### src/rtl/input_buffer_ctrl_pkg.sv
// ----------------------------------------------------------------------------
// input_buffer_pkg
// Shared definitions for the line-buffer sequencing controller.
//   state_t   : controller FSM states
//   DEF_*     : default geometry (beats per line, lines per frame, buffer depth)
//   idx_w()   : width of an index counting 0..n-1. The result is never below 1
//               so that degenerate sizes still give a legal vector.
// ----------------------------------------------------------------------------
package input_buffer_pkg;

    typedef enum logic [2:0] {
        IDLE   = 3'd0,
        FILL   = 3'd1,
        STREAM = 3'd2,
        FLUSH  = 3'd3,
        DONE   = 3'd4
    } state_t;

    localparam int DEF_LINE_W = 640;
    localparam int DEF_IMG_H  = 480;
    localparam int DEF_DEPTH  = 1024;

    function automatic int idx_w(input int n);
        return (n > 1) ? $clog2(n) : 1;
    endfunction

endpackage

### src/rtl/input_buffer_ctrl_if.sv
// ----------------------------------------------------------------------------
// input_buffer_ctrl_if
// Handshake and strobe bundle between the controller, upstream, downstream
// and the 8-lane line-buffer array.
//   i_in_valid  : upstream beat present on all lanes
//   o_in_ready  : controller accepts a beat this cycle
//   i_stall     : downstream cannot take a read beat this cycle
//   o_lb_write  : shared line-buffer write strobe
//   o_lb_read   : shared line-buffer read strobe
//   o_out_valid : line-buffer output data valid (one cycle after o_lb_read)
//   o_col/o_row : raster position of the o_out_valid beat
// Modports: master = controller side, slave = surrounding datapath.
// ----------------------------------------------------------------------------
interface input_buffer_ctrl_if
    import input_buffer_pkg::*;
#(
    parameter int LINE_W = DEF_LINE_W,
    parameter int IMG_H  = DEF_IMG_H
);
    localparam int COL_W = idx_w(LINE_W);
    localparam int ROW_W = idx_w(IMG_H);

    logic             i_in_valid;
    logic             o_in_ready;
    logic             i_stall;
    logic             o_lb_write;
    logic             o_lb_read;
    logic             o_out_valid;
    logic [COL_W-1:0] o_col;
    logic [ROW_W-1:0] o_row;

    modport master (
        input  i_in_valid,
        input  i_stall,
        output o_in_ready,
        output o_lb_write,
        output o_lb_read,
        output o_out_valid,
        output o_col,
        output o_row
    );

    modport slave (
        output i_in_valid,
        output i_stall,
        input  o_in_ready,
        input  o_lb_write,
        input  o_lb_read,
        input  o_out_valid,
        input  o_col,
        input  o_row
    );

endinterface

### src/rtl/input_buffer_ctrl_raster_counter.sv
// ----------------------------------------------------------------------------
// raster_counter
// Column/row position counter.
//   clk, srst : clock, synchronous active-high reset
//   clr       : return to (0,0)
//   en        : advance one position; the column wraps at COLS-1 and bumps row
//   col, row  : current position (the next beat to be read)
// The row also wraps at ROWS-1 so it stays inside its range if driven past
// the last line.
// ----------------------------------------------------------------------------
module raster_counter
    import input_buffer_pkg::*;
#(
    parameter int COLS  = DEF_LINE_W,
    parameter int ROWS  = DEF_IMG_H,
    parameter int COL_W = idx_w(COLS),
    parameter int ROW_W = idx_w(ROWS)
)(
    input  logic             clk,
    input  logic             srst,
    input  logic             clr,
    input  logic             en,
    output logic [COL_W-1:0] col,
    output logic [ROW_W-1:0] row
);
    localparam logic [COL_W-1:0] COL_LAST = COL_W'(COLS - 1);
    localparam logic [ROW_W-1:0] ROW_LAST = ROW_W'(ROWS - 1);

    logic [COL_W-1:0] col_reg, col_next;
    logic [ROW_W-1:0] row_reg, row_next;

    always_comb begin
        col_next = col_reg;
        row_next = row_reg;
        if (clr) begin
            col_next = '0;
            row_next = '0;
        end else if (en) begin
            if (col_reg == COL_LAST) begin
                col_next = '0;
                row_next = (row_reg == ROW_LAST) ? '0 : row_reg + 1'b1;
            end else begin
                col_next = col_reg + 1'b1;
            end
        end
    end

    always_ff @(posedge clk) begin
        if (srst) begin
            col_reg <= '0;
            row_reg <= '0;
        end else begin
            col_reg <= col_next;
            row_reg <= row_next;
        end
    end

    assign col = col_reg;
    assign row = row_reg;

endmodule

### src/rtl/input_buffer_ctrl.sv
// ----------------------------------------------------------------------------
// input_buffer_ctrl
// Lock-step sequencing controller for the 8-lane line-buffer array.
// Buffers one full line before reading, then streams reads alongside writes
// under downstream stall, and finally drains the buffer.
//   i_clk, i_rst : clock, synchronous active-high reset
//   i_start      : one-cycle frame start (only honoured in IDLE)
//   o_busy       : controller is not IDLE
//   o_done       : one-cycle frame-complete pulse, aligned with the last
//                  o_out_valid
//   bus          : handshake/strobe bundle (master side)
// ----------------------------------------------------------------------------
module input_buffer_ctrl
    import input_buffer_pkg::*;
#(
    parameter int LINE_W = DEF_LINE_W,
    parameter int IMG_H  = DEF_IMG_H,
    parameter int DEPTH  = DEF_DEPTH,
    parameter int CW     = $clog2(DEPTH + 1)
)(
    input  logic                 i_clk,
    input  logic                 i_rst,
    input  logic                 i_start,
    output logic                 o_busy,
    output logic                 o_done,
    input_buffer_ctrl_if.master  bus
);
    localparam int COL_W = idx_w(LINE_W);
    localparam int ROW_W = idx_w(IMG_H);
    localparam int TOTAL = LINE_W * IMG_H;
    localparam int TW    = $clog2(TOTAL + 1);

    localparam logic [CW-1:0] DEPTH_C  = CW'(DEPTH);
    localparam logic [CW-1:0] LINE_C   = CW'(LINE_W);
    localparam logic [TW-1:0] TOTAL_C  = TW'(TOTAL);
    localparam logic [TW-1:0] LAST_C   = TW'(TOTAL - 1);

    // A line must fit in one buffer, otherwise FILL could never complete.
    if (LINE_W > DEPTH) begin : g_bad_geometry
        $error("input_buffer_ctrl: LINE_W (%0d) exceeds DEPTH (%0d)", LINE_W, DEPTH);
    end

    state_t           state_reg, state_next;
    logic [CW-1:0]    occ_reg,   occ_next;
    logic [TW-1:0]    wr_cnt_reg, wr_cnt_next;
    logic [TW-1:0]    rd_cnt_reg, rd_cnt_next;
    logic             out_valid_reg;
    logic [COL_W-1:0] col_reg;
    logic [ROW_W-1:0] row_reg;

    logic             in_ready;
    logic             accept;
    logic             lb_read;
    logic             frame_clr;
    logic [COL_W-1:0] rc_col;
    logic [ROW_W-1:0] rc_row;

    // ------------------------------------------------------------------
    // Strobes: combinational from registered state/counters. in_ready
    // deliberately does not look at i_stall.
    // ------------------------------------------------------------------
    always_comb begin
        in_ready  = ((state_reg == FILL) || (state_reg == STREAM))
                    && (occ_reg < DEPTH_C) && (wr_cnt_reg < TOTAL_C);
        accept    = bus.i_in_valid & in_ready;
        lb_read   = ((state_reg == STREAM) || (state_reg == FLUSH))
                    && (occ_reg != '0) && !bus.i_stall;
        frame_clr = (state_reg == IDLE) && i_start;
    end

    // Occupancy holds when a write and a read coincide.
    always_comb begin
        occ_next    = occ_reg;
        wr_cnt_next = wr_cnt_reg;
        rd_cnt_next = rd_cnt_reg;
        if (frame_clr) begin
            occ_next    = '0;
            wr_cnt_next = '0;
            rd_cnt_next = '0;
        end else begin
            case ({accept, lb_read})
                2'b10:   occ_next = occ_reg + 1'b1;
                2'b01:   occ_next = occ_reg - 1'b1;
                default: occ_next = occ_reg;
            endcase
            if (accept)  wr_cnt_next = wr_cnt_reg + 1'b1;
            if (lb_read) rd_cnt_next = rd_cnt_reg + 1'b1;
        end
    end

    // ------------------------------------------------------------------
    // Next-state logic. The final write takes priority over the
    // line-full condition so a one-line frame goes straight to FLUSH.
    // ------------------------------------------------------------------
    always_comb begin
        state_next = state_reg;
        case (state_reg)
            IDLE: begin
                if (i_start) state_next = FILL;
            end
            FILL: begin
                if (accept && (wr_cnt_reg == LAST_C))
                    state_next = FLUSH;
                else if (occ_next == LINE_C)
                    state_next = STREAM;
            end
            STREAM: begin
                if (accept && (wr_cnt_reg == LAST_C))
                    state_next = FLUSH;
            end
            FLUSH: begin
                if (lb_read && (rd_cnt_reg == LAST_C))
                    state_next = DONE;
            end
            DONE: begin
                state_next = IDLE;
            end
            default: begin
                state_next = IDLE;
            end
        endcase
    end

    always_ff @(posedge i_clk) begin
        if (i_rst) begin
            state_reg  <= IDLE;
            occ_reg    <= '0;
            wr_cnt_reg <= '0;
            rd_cnt_reg <= '0;
        end else begin
            state_reg  <= state_next;
            occ_reg    <= occ_next;
            wr_cnt_reg <= wr_cnt_next;
            rd_cnt_reg <= rd_cnt_next;
        end
    end

    // Read-side raster position: points at the beat the next read fetches.
    raster_counter #(
        .COLS  (LINE_W),
        .ROWS  (IMG_H),
        .COL_W (COL_W),
        .ROW_W (ROW_W)
    ) u_rd_raster (
        .clk  (i_clk),
        .srst (i_rst),
        .clr  (frame_clr),
        .en   (lb_read),
        .col  (rc_col),
        .row  (rc_row)
    );

    // The buffer answers one cycle after the read strobe, so valid and the
    // position of the fetched beat are delayed to line up with the data.
    always_ff @(posedge i_clk) begin
        if (i_rst) begin
            out_valid_reg <= 1'b0;
            col_reg       <= '0;
            row_reg       <= '0;
        end else begin
            out_valid_reg <= lb_read;
            if (frame_clr) begin
                col_reg <= '0;
                row_reg <= '0;
            end else if (lb_read) begin
                col_reg <= rc_col;
                row_reg <= rc_row;
            end
        end
    end

    assign bus.o_in_ready  = in_ready;
    assign bus.o_lb_write  = accept;
    assign bus.o_lb_read   = lb_read;
    assign bus.o_out_valid = out_valid_reg;
    assign bus.o_col       = col_reg;
    assign bus.o_row       = row_reg;
    assign o_busy          = (state_reg != IDLE);
    assign o_done          = (state_reg == DONE);

endmodule

### src/flat_wrapper.sv
// flat-port wrapper written by rule: the top's interface ports become plain ports
module input_buffer_ctrl_flat import input_buffer_pkg::*;
#(
    parameter int LINE_W = DEF_LINE_W,
    parameter int IMG_H  = DEF_IMG_H,
    parameter int DEPTH  = DEF_DEPTH,
    parameter int CW     = $clog2(DEPTH + 1)
)
  (i_clk, i_rst, i_start, o_busy, o_done, bus_i_in_valid, bus_i_stall, bus_o_in_ready, bus_o_lb_write, bus_o_lb_read, bus_o_out_valid, bus_o_col, bus_o_row);
  input_buffer_ctrl_if #(.LINE_W(LINE_W), .IMG_H(IMG_H)) bus_i ();
  input  logic i_clk;
  input  logic i_rst;
  input  logic i_start;
  output logic o_busy;
  output logic o_done;
  input wire logic [$bits(bus_i.i_in_valid)-1:0] bus_i_in_valid;
  input wire logic [$bits(bus_i.i_stall)-1:0] bus_i_stall;
  output wire logic [$bits(bus_i.o_in_ready)-1:0] bus_o_in_ready;
  output wire logic [$bits(bus_i.o_lb_write)-1:0] bus_o_lb_write;
  output wire logic [$bits(bus_i.o_lb_read)-1:0] bus_o_lb_read;
  output wire logic [$bits(bus_i.o_out_valid)-1:0] bus_o_out_valid;
  output wire logic [$bits(bus_i.o_col)-1:0] bus_o_col;
  output wire logic [$bits(bus_i.o_row)-1:0] bus_o_row;
  assign bus_i.i_in_valid = bus_i_in_valid;
  assign bus_i.i_stall = bus_i_stall;
  assign bus_o_in_ready = bus_i.o_in_ready;
  assign bus_o_lb_write = bus_i.o_lb_write;
  assign bus_o_lb_read = bus_i.o_lb_read;
  assign bus_o_out_valid = bus_i.o_out_valid;
  assign bus_o_col = bus_i.o_col;
  assign bus_o_row = bus_i.o_row;
  input_buffer_ctrl #(.LINE_W(LINE_W), .IMG_H(IMG_H), .DEPTH(DEPTH), .CW(CW)) u_core (.i_clk(i_clk), .i_rst(i_rst), .i_start(i_start), .o_busy(o_busy), .o_done(o_done), .bus(bus_i));
endmodule
### config.mk
export PLATFORM = sky130hd
export DESIGN_NAME = input_buffer_ctrl_flat
export DESIGN_NICKNAME = d
export VERILOG_FILES = /design/src/rtl/input_buffer_ctrl_pkg.sv /design/src/rtl/input_buffer_ctrl_if.sv /design/src/rtl/input_buffer_ctrl_raster_counter.sv /design/src/rtl/input_buffer_ctrl.sv /design/src/flat_wrapper.sv
export SDC_FILE = /design/constraint.sdc
export NUM_CORES = 1
export LEC_CHECK = 0
export ABC_AREA = 1
export ABC_CLOCK_PERIOD_IN_PS = 4000
export BUFFER_PORTS_ARGS = -buffer_cell sky130_fd_sc_hd__buf_2
export CAP_MARGIN = 10
export CORE_MARGIN = 8
export CORE_UTILIZATION = 30
export DETAILED_ROUTE_END_ITERATION = 10
export GPL_TIMING_DRIVEN = 1
export PLACE_DENSITY_LB_ADDON = 0.2
export SLEW_MARGIN = 0
export SYNTH_ARGS = -nofsm -noshare
export SYNTH_HDL_FRONTEND = slang
export SYNTH_SLANG_ARGS = --single-unit
### constraint.sdc
create_clock -name i_clk -period 4 [get_ports i_clk]
set_input_delay 0.2 -clock i_clk [delete_from_list [all_inputs] [get_ports i_clk]]
set_output_delay 0.2 -clock i_clk [all_outputs]
set_load 0.02 [all_outputs]
==> metrics, run 1 <==
status=finished, final reports clean; largest net degree at the start of global routing=42; CTS tree=built; Async S/R FF share, synth=0; crit path cell chain=nor4_1, nand3_1, nand2_1, inv_2, ha_1, fa_1, nand2_1, nand2_1, nand3_1, nand2_1, nand2_1, nand3_1, nand2_1, nand2_1, nor2_1, nand2_1, nor2_1, nand2_1, nand2_2, nand3_1, nand2_1, nor2_1; worst setup margin=0.662 ns; Cells after Synth=698; I/O Pins=30; syn avg cell area=6.87 sq um; # DRC=0; period utilization=0.834; PD cells=543 nW/um^2; Fin Setup TNS=0 ns; Slew headroom=0.520; setup repair bufs after CTS=0; vias in the first global route=4,277; Total Nets Final=745; TritonCTS buffer count=9; area delta synth->final=13.9%; core area=15,800 sq um; Syn Std Cell Area=4800 sq um; Max Cap Viol=0; hold path depth=2; CP Data Required Time=4.23 ns; GPL Wtd Cong=0.831; setup violators final=0; worst reg2reg path depth=22; worst hold start=i_rst; CP Class=flop to flop; Hold Path Class=input pin to flop; Starting Density=0.304; dpl ws=0.696 ns; Clock transition at path regs=0.07 ns; deepest clock path buffer count=2; Root Driver=clkbuf_16; Pleak=2.23 nW; clock period minus worst slack=3.34 ns; Worst Setup Start Kind=flop; later-pin clock latency in the skew report=0.34 ns; Pre-antenna DRT Iters=5; Achievable Freq=0.300 GHz; worst r2r src=u_core.occ_reg[0]$_SDFF_PP0_; Worst Tran Pin Value=0.720 ns; DPL Wire Length=8290 um; DIE WIDTH=142 um; cts hold-fix bufs=0; Post-synth EDFFs=0; setup slack, reg-to-reg=0.66 ns; worst-path maximum fanout=11; RSZ-0062 raised after global routing=false; die area=20,300 sq um; Total Wirelength=11,500 um; yosys warns=0; Top cell by count, worst path=nand2_1; design area=5460 sq um; register area share after synthesis=0.380; Rows=46; clock sink count=91; Min-Delay Endpoint=u_core.bus.o_out_valid$_SDFF_PP0_; Total GRT Usage=0.118; placed cell area=5170 sq um; PortBufs=29; first-pass GRT wire length=19,900 um; number of diodes=0; WL per Instance=12.1 um; commonest non-fill, non-tap cell in the layout=nand2_1; Top FF cell, synth=dfxtp_1; DR vias=4,453; Seq cells post-synth=91; Critical Path Sink Type=flop; DIE HEIGHT=142 um; # H-tree levels=3; Worst path slowest cell=fa_1; initial antenna violation count=0; syn nets=718; Post-CTS Resized=0; clk_skew=0.0102 ns; worst vdd ir=0.000185 V; post-synth cell types=40; GRT overflow=0; layout cell share with drive strength beyond 1=0.104; Routed Antenna Nets=0; Initial DRC Count=294; reg2reg end=u_core.state_reg[0]$_SDFFE_PP0P_; Worst path max stage delay=0.52 ns; Worst Path Arrival=3.57 ns; final hold vios=0; detailed-route vias per instance=4.71; max-slew violations=0; most frequent cells in the layout=nand2_1 (145), dfxtp_1 (91), inv_1 (87), nor2_1 (87), a21oi_1 (54)
metrics by stage:
stage                     cells   util  power, mW  hold WS [ns]
final                       946  0.346       2.97         0.199
after global routing        946  0.346       3.20         0.204
after CTS                   946  0.346       3.01         0.194
after detailed placement    930  0.328       2.14         0.444
after global placement      930  0.328       2.14         0.439
after floorplan             698      -       1.88         0.272
layer usage:
metal  GRT usage  part of all wire  vias up
met5           0                 0        -
met4      0.0296            0.0096        0
met3      0.0292             0.030       10
met2       0.188              0.45       54
met1       0.156              0.51     2069
li1            -                 -     2320
kinds of logic after synthesis:
| logic type | after synthesis | synth area share |
|---|---|---|
| adder cells (fa/ha/maj) | 15 | 0.0407 |
| AND/OR/NAND/NOR | 355 | 0.338 |
| XOR/XNOR | 16 | 0.0292 |
| flip-flops | 91 | 0.380 |
| buffers and inverters | 109 | 0.0887 |
| AO/OA/AOI/OAI | 112 | 0.124 |
synth_stat cells (3+ instances only):
| cell type | instances | area share |
|---|---|---|
| a211oi_1 | 4 | 0.0063 |
| a21oi_1 | 54 | 0.056 |
| buf_2 | 3 | 0.0031 |
| clkbuf_1 | 11 | 0.0086 |
| dfxtp_1 | 91 | 0.38 |
| ha_1 | 14 | 0.037 |
| inv_1 | 87 | 0.068 |
| inv_2 | 4 | 0.0031 |
| nand2_1 | 145 | 0.11 |
| nand2_2 | 3 | 0.0039 |
| nand3_1 | 35 | 0.037 |
| nand4_1 | 20 | 0.026 |
| nor2_1 | 87 | 0.068 |
| nor2_2 | 7 | 0.0091 |
| nor3_1 | 31 | 0.032 |
| nor3_2 | 3 | 0.0063 |
| nor3b_1 | 5 | 0.0078 |
| nor4_1 | 6 | 0.0078 |
| o21ai_0 | 43 | 0.045 |
| o21bai_1 | 3 | 0.0047 |
| xnor2_1 | 4 | 0.0073 |
| xor2_1 | 12 | 0.022 |
power by group:
group | total, mW | switching [mW] | internal, mW
logic | 1.05 | 0.702 | 0.349
clock network | 0.856 | 0.351 | 0.505
registers | 1.06 | 0.0749 | 0.986
layout make-up:
| class | instances | area, sq um |
|---|---|---|
| fill | 1718 | 10300 |
| clock inverter | 3 | 46.3 |
| sequential | 91 | 1820 |
| clock buffer | 13 | 250 |
| tap | 216 | 270 |
| inverter | 92 | 350 |
| multi-input combinational | 498 | 2550 |
| timing repair buffer | 33 | 175 |
how the worst max path moves through the flow:
| stage | start | to | depth (start not counted) |
|---|---|---|---|
| 5_1_grt | u_core.occ_reg[0]$_SDFF_PP0_ | u_core.state_reg[0]$_SDFFE_PP0P_ | 22 |
| 6_report | u_core.occ_reg[0]$_SDFF_PP0_ | u_core.state_reg[0]$_SDFFE_PP0P_ | 22 |
| 4_1_cts | u_core.occ_reg[0]$_SDFF_PP0_ | u_core.state_reg[0]$_SDFFE_PP0P_ | 22 |
| 2_1_floorplan | u_core.state_reg[1]$_SDFFE_PP0P_ | u_core.state_reg[0]$_SDFFE_PP0P_ | 20 |
| 3_3_place_gp | u_core.occ_reg[0]$_SDFF_PP0_ | u_core.state_reg[0]$_SDFFE_PP0P_ | 22 |
| 3_5_place_dp | u_core.occ_reg[0]$_SDFF_PP0_ | u_core.state_reg[0]$_SDFFE_PP0P_ | 22 |
worst max-delay path: cells and delay by family, from the launching register on:
kind / cells / cell delay (ns)
fa+ha+maj: 2 / 0.91
buf+inv: 1 / 0.04
flops: 1 / 0.38
simple gates: 19 / 1.87
Note: power is estimated with default switching activity, not from simulation.
==> inputs of run 2 (changes only) <==
--- a/config.mk
+++ b/config.mk
@@ -6,7 +6,7 @@
 export NUM_CORES = 1
 export LEC_CHECK = 0
 export ABC_AREA = 1
-export ABC_CLOCK_PERIOD_IN_PS = 4000
+export ABC_CLOCK_PERIOD_IN_PS = 2750
 export BUFFER_PORTS_ARGS = -buffer_cell sky130_fd_sc_hd__buf_2
 export CAP_MARGIN = 10
 export CORE_MARGIN = 8
==> constraint.sdc (replaced) <==
create_clock -name i_clk -period 2.75 [get_ports i_clk]
set_input_delay 0.1375 -clock i_clk [delete_from_list [all_inputs] [get_ports i_clk]]
set_output_delay 0.1375 -clock i_clk [all_outputs]
set_load 0.02 [all_outputs]
==> run 2 against run 1 <==
Net effect:
- the flow now finishes with violations (negative setup slack)
- non-clock buffer count up 44
- first-iteration DRC count up 6.8%
- sequential power up 43%
- cell count up 4.7%
- hold slack worse by 0.095 ns
- critical endpoint unchanged
- sequential share of layout area down 2.4 points
- die area unchanged
- count of clock-buffer cells in the layout down 3
- via count up 1.8%
- largest cell class unchanged
==> metrics, run 2 (same netlist as run 1, synthesis figures left out) <==
status=finished with violations; violated checks=negative setup slack; GRT overflow=0 (unchanged); fin util=0.373 (+0.0269); Max Cap Viol=0 (unchanged); vias in the first global route=4,426 (+3.5%); WP buf/inv=2 (+1); worst-path maximum fanout=11 (unchanged); detailed-route vias per instance=4.58 (-2.7%); worst vdd ir=0.000317 V (+71%); PD cells=816 nW/um^2 (+50%); number of diodes=0 (unchanged); Total Wirelength=12,000 um (+4.6%); area delta synth->final=22.7%; crit path cell chain=nor4_2, buf_4, nand3_2, nand2_2, inv_2, ha_4, fa_2, nand2_2, nand2_2, nand3_2, nand2_1, nand2_1, nand3_1, nand2_1, nand2_1, nor2_1, nand2_1, nor2_1, nand2_1, nand2_2, nand3_1, nand2_1, nor2_1; design area=5890 sq um (+7.8%); Hold Path Class=input pin to flop; core area=15,800 sq um (unchanged); clock sink count=91 (unchanged); Clock transition at path regs=0.07 ns (about the same); setup violators final=2 (+2); most frequent cells in the layout=nand2_1 (141), dfxtp_1 (89), inv_1 (87), nor2_1 (87), a21oi_1 (52); Rows=46 (unchanged); # H-tree levels=3 (unchanged); Pre-antenna DRT Iters=4 (-1); final non-filler cell total=990 (+4.7%); DPL Wire Length=8830 um (+6.5%); later-pin clock latency in the skew report=0.35 ns (about the same); GPL Wtd Cong=0.861 (+3.5%); worst setup margin=-0.0852 ns (-0.747 ns); # DRC=0 (unchanged); layout cell share with drive strength beyond 1=0.182 (+0.0781); PortBufs=29 (unchanged); Slew headroom=0.527 (+0.00773); placed cell area=5570 sq um (+7.7%); DIE WIDTH=142 um (unchanged); DIE HEIGHT=142 um (unchanged); Root Driver=clkbuf_16; Worst Path Arrival=3.08 ns (-0.49 ns); Top cell by count, worst path=nand2_1; Total GRT Usage=0.126 (+0.00791); first-pass GRT wire length=21,000 um (+6.0%); Total Nets Final=789 (+5.9%); Initial DRC Count=314 (+6.8%); worst hold slack=0.105 ns (-0.0946 ns); TritonCTS buffer count=9 (unchanged); clk_skew=0.00718 ns (-0.00304 ns); setup repair bufs after CTS=0 (unchanged); initial antenna violation count=0 (unchanged); Starting Density=0.304 (unchanged); die area=20,300 sq um (unchanged); Achievable Freq=0.353 GHz (+18%); Inst Count DP=974 (+4.7%); DR vias=4,532 (+1.8%); Critical Path Sink Type=flop; final hold vios=0 (unchanged); period utilization=1.03 (+0.196); CP Class=flop to flop; family with the most delay on the worst path=simple AND/OR/NAND/NOR gates; largest net degree at the start of global routing=42 (unchanged); max-slew violations=0 (unchanged); Worst Setup Start Kind=flop; Worst path slowest cell=fa_2; clock period minus worst slack=2.84 ns (-0.503 ns); Routed Antenna Nets=0 (unchanged); Worst path max stage delay=0.39 ns (-0.13 ns); I/O Pins=30 (unchanged); deepest clock path buffer count=2 (unchanged); Pleak=2.44 nW (+9.5%); WL per Instance=12.1 um (about the same); RSZ-0062 raised after global routing=true; CTS tree=built; CP Data Required Time=2.99 ns (-1.24 ns); Worst Tran Pin Value=0.708 ns (-0.0116 ns); commonest non-fill, non-tap cell in the layout=nand2_1
[run 2: cell count changes in the layout (fill, tap and decap cells not counted), sizes merged]
cell      change
clkinvlp      +1
clkinv        +1
clkbuf        -3
bufinv        -1
inv           +2
buf          +44
[run 2: area by class of cell]
type / instances / area (sq um)
flip-flops and latches: 91 / 1820
multi-input cells: 498 / 2650
clock inverters: 6 / 46.3
fillers: 1681 / 9880
clock buffers: 10 / 239
inverters: 92 / 350
repair buffers: 77 / 505
well taps: 216 / 270
[run 2: final timing paths]
check | startpoint | to | slack [ns] | depth (start not counted)
setup / recovery | u_core.occ_reg[1]$_SDFF_PP0_ | u_core.state_reg[0]$_SDFFE_PP0P_ | -0.09 | 23
hold / removal | i_rst | u_core.occ_reg[0]$_SDFF_PP0_ | 0.10 | 2
setup reg to reg | u_core.occ_reg[1]$_SDFF_PP0_ | u_core.state_reg[0]$_SDFFE_PP0P_ | -0.09 | 23
hold reg to reg | u_core.wr_cnt_reg[8]$_SDFFE_PP0P_ | u_core.wr_cnt_reg[8]$_SDFFE_PP0P_ | 0.46 | 2
[run 2: layer usage]
metal,share of wire,track usage,wire [um],vias to the layer above
li1,-,-,-,2419
met1,0.52,0.165,6210,2044
met2,0.44,0.201,5280,56
met3,0.028,0.0238,338,13
met4,0.015,0.0470,184,0
met5,0,0,0,-
[run 2: through the flow]
stage	setup WS (ns)	TNS, ns	power [mW]
finish	-0.0852	-0.124	4.81
global placement	-0.121	-0.243	3.57
CTS	-0.0904	-0.155	4.84
global route	-0.421	-1.05	5.16
floorplan	-0.0515	-0.0621	2.83
detailed placement	-0.123	-0.242	3.59
[run 2: where the power goes]
| group | internal, mW | switching, mW | total [mW] |
|---|---|---|---|
| clock | 0.646 | 0.557 | 1.20 |
| sequential | 1.44 | 0.0819 | 1.52 |
| combinational | 0.892 | 1.19 | 2.09 |
| total | 2.97 | 1.83 | 4.81 |
[run 2: what timing repair did]
action                                  4_1_cts  5_1_grt
resized for setup                             3        5
pin swaps                                     2        2
hold buffers                                  0        0
endpoints found under the hold margin         0        0
endpoints found under the setup margin        3        3
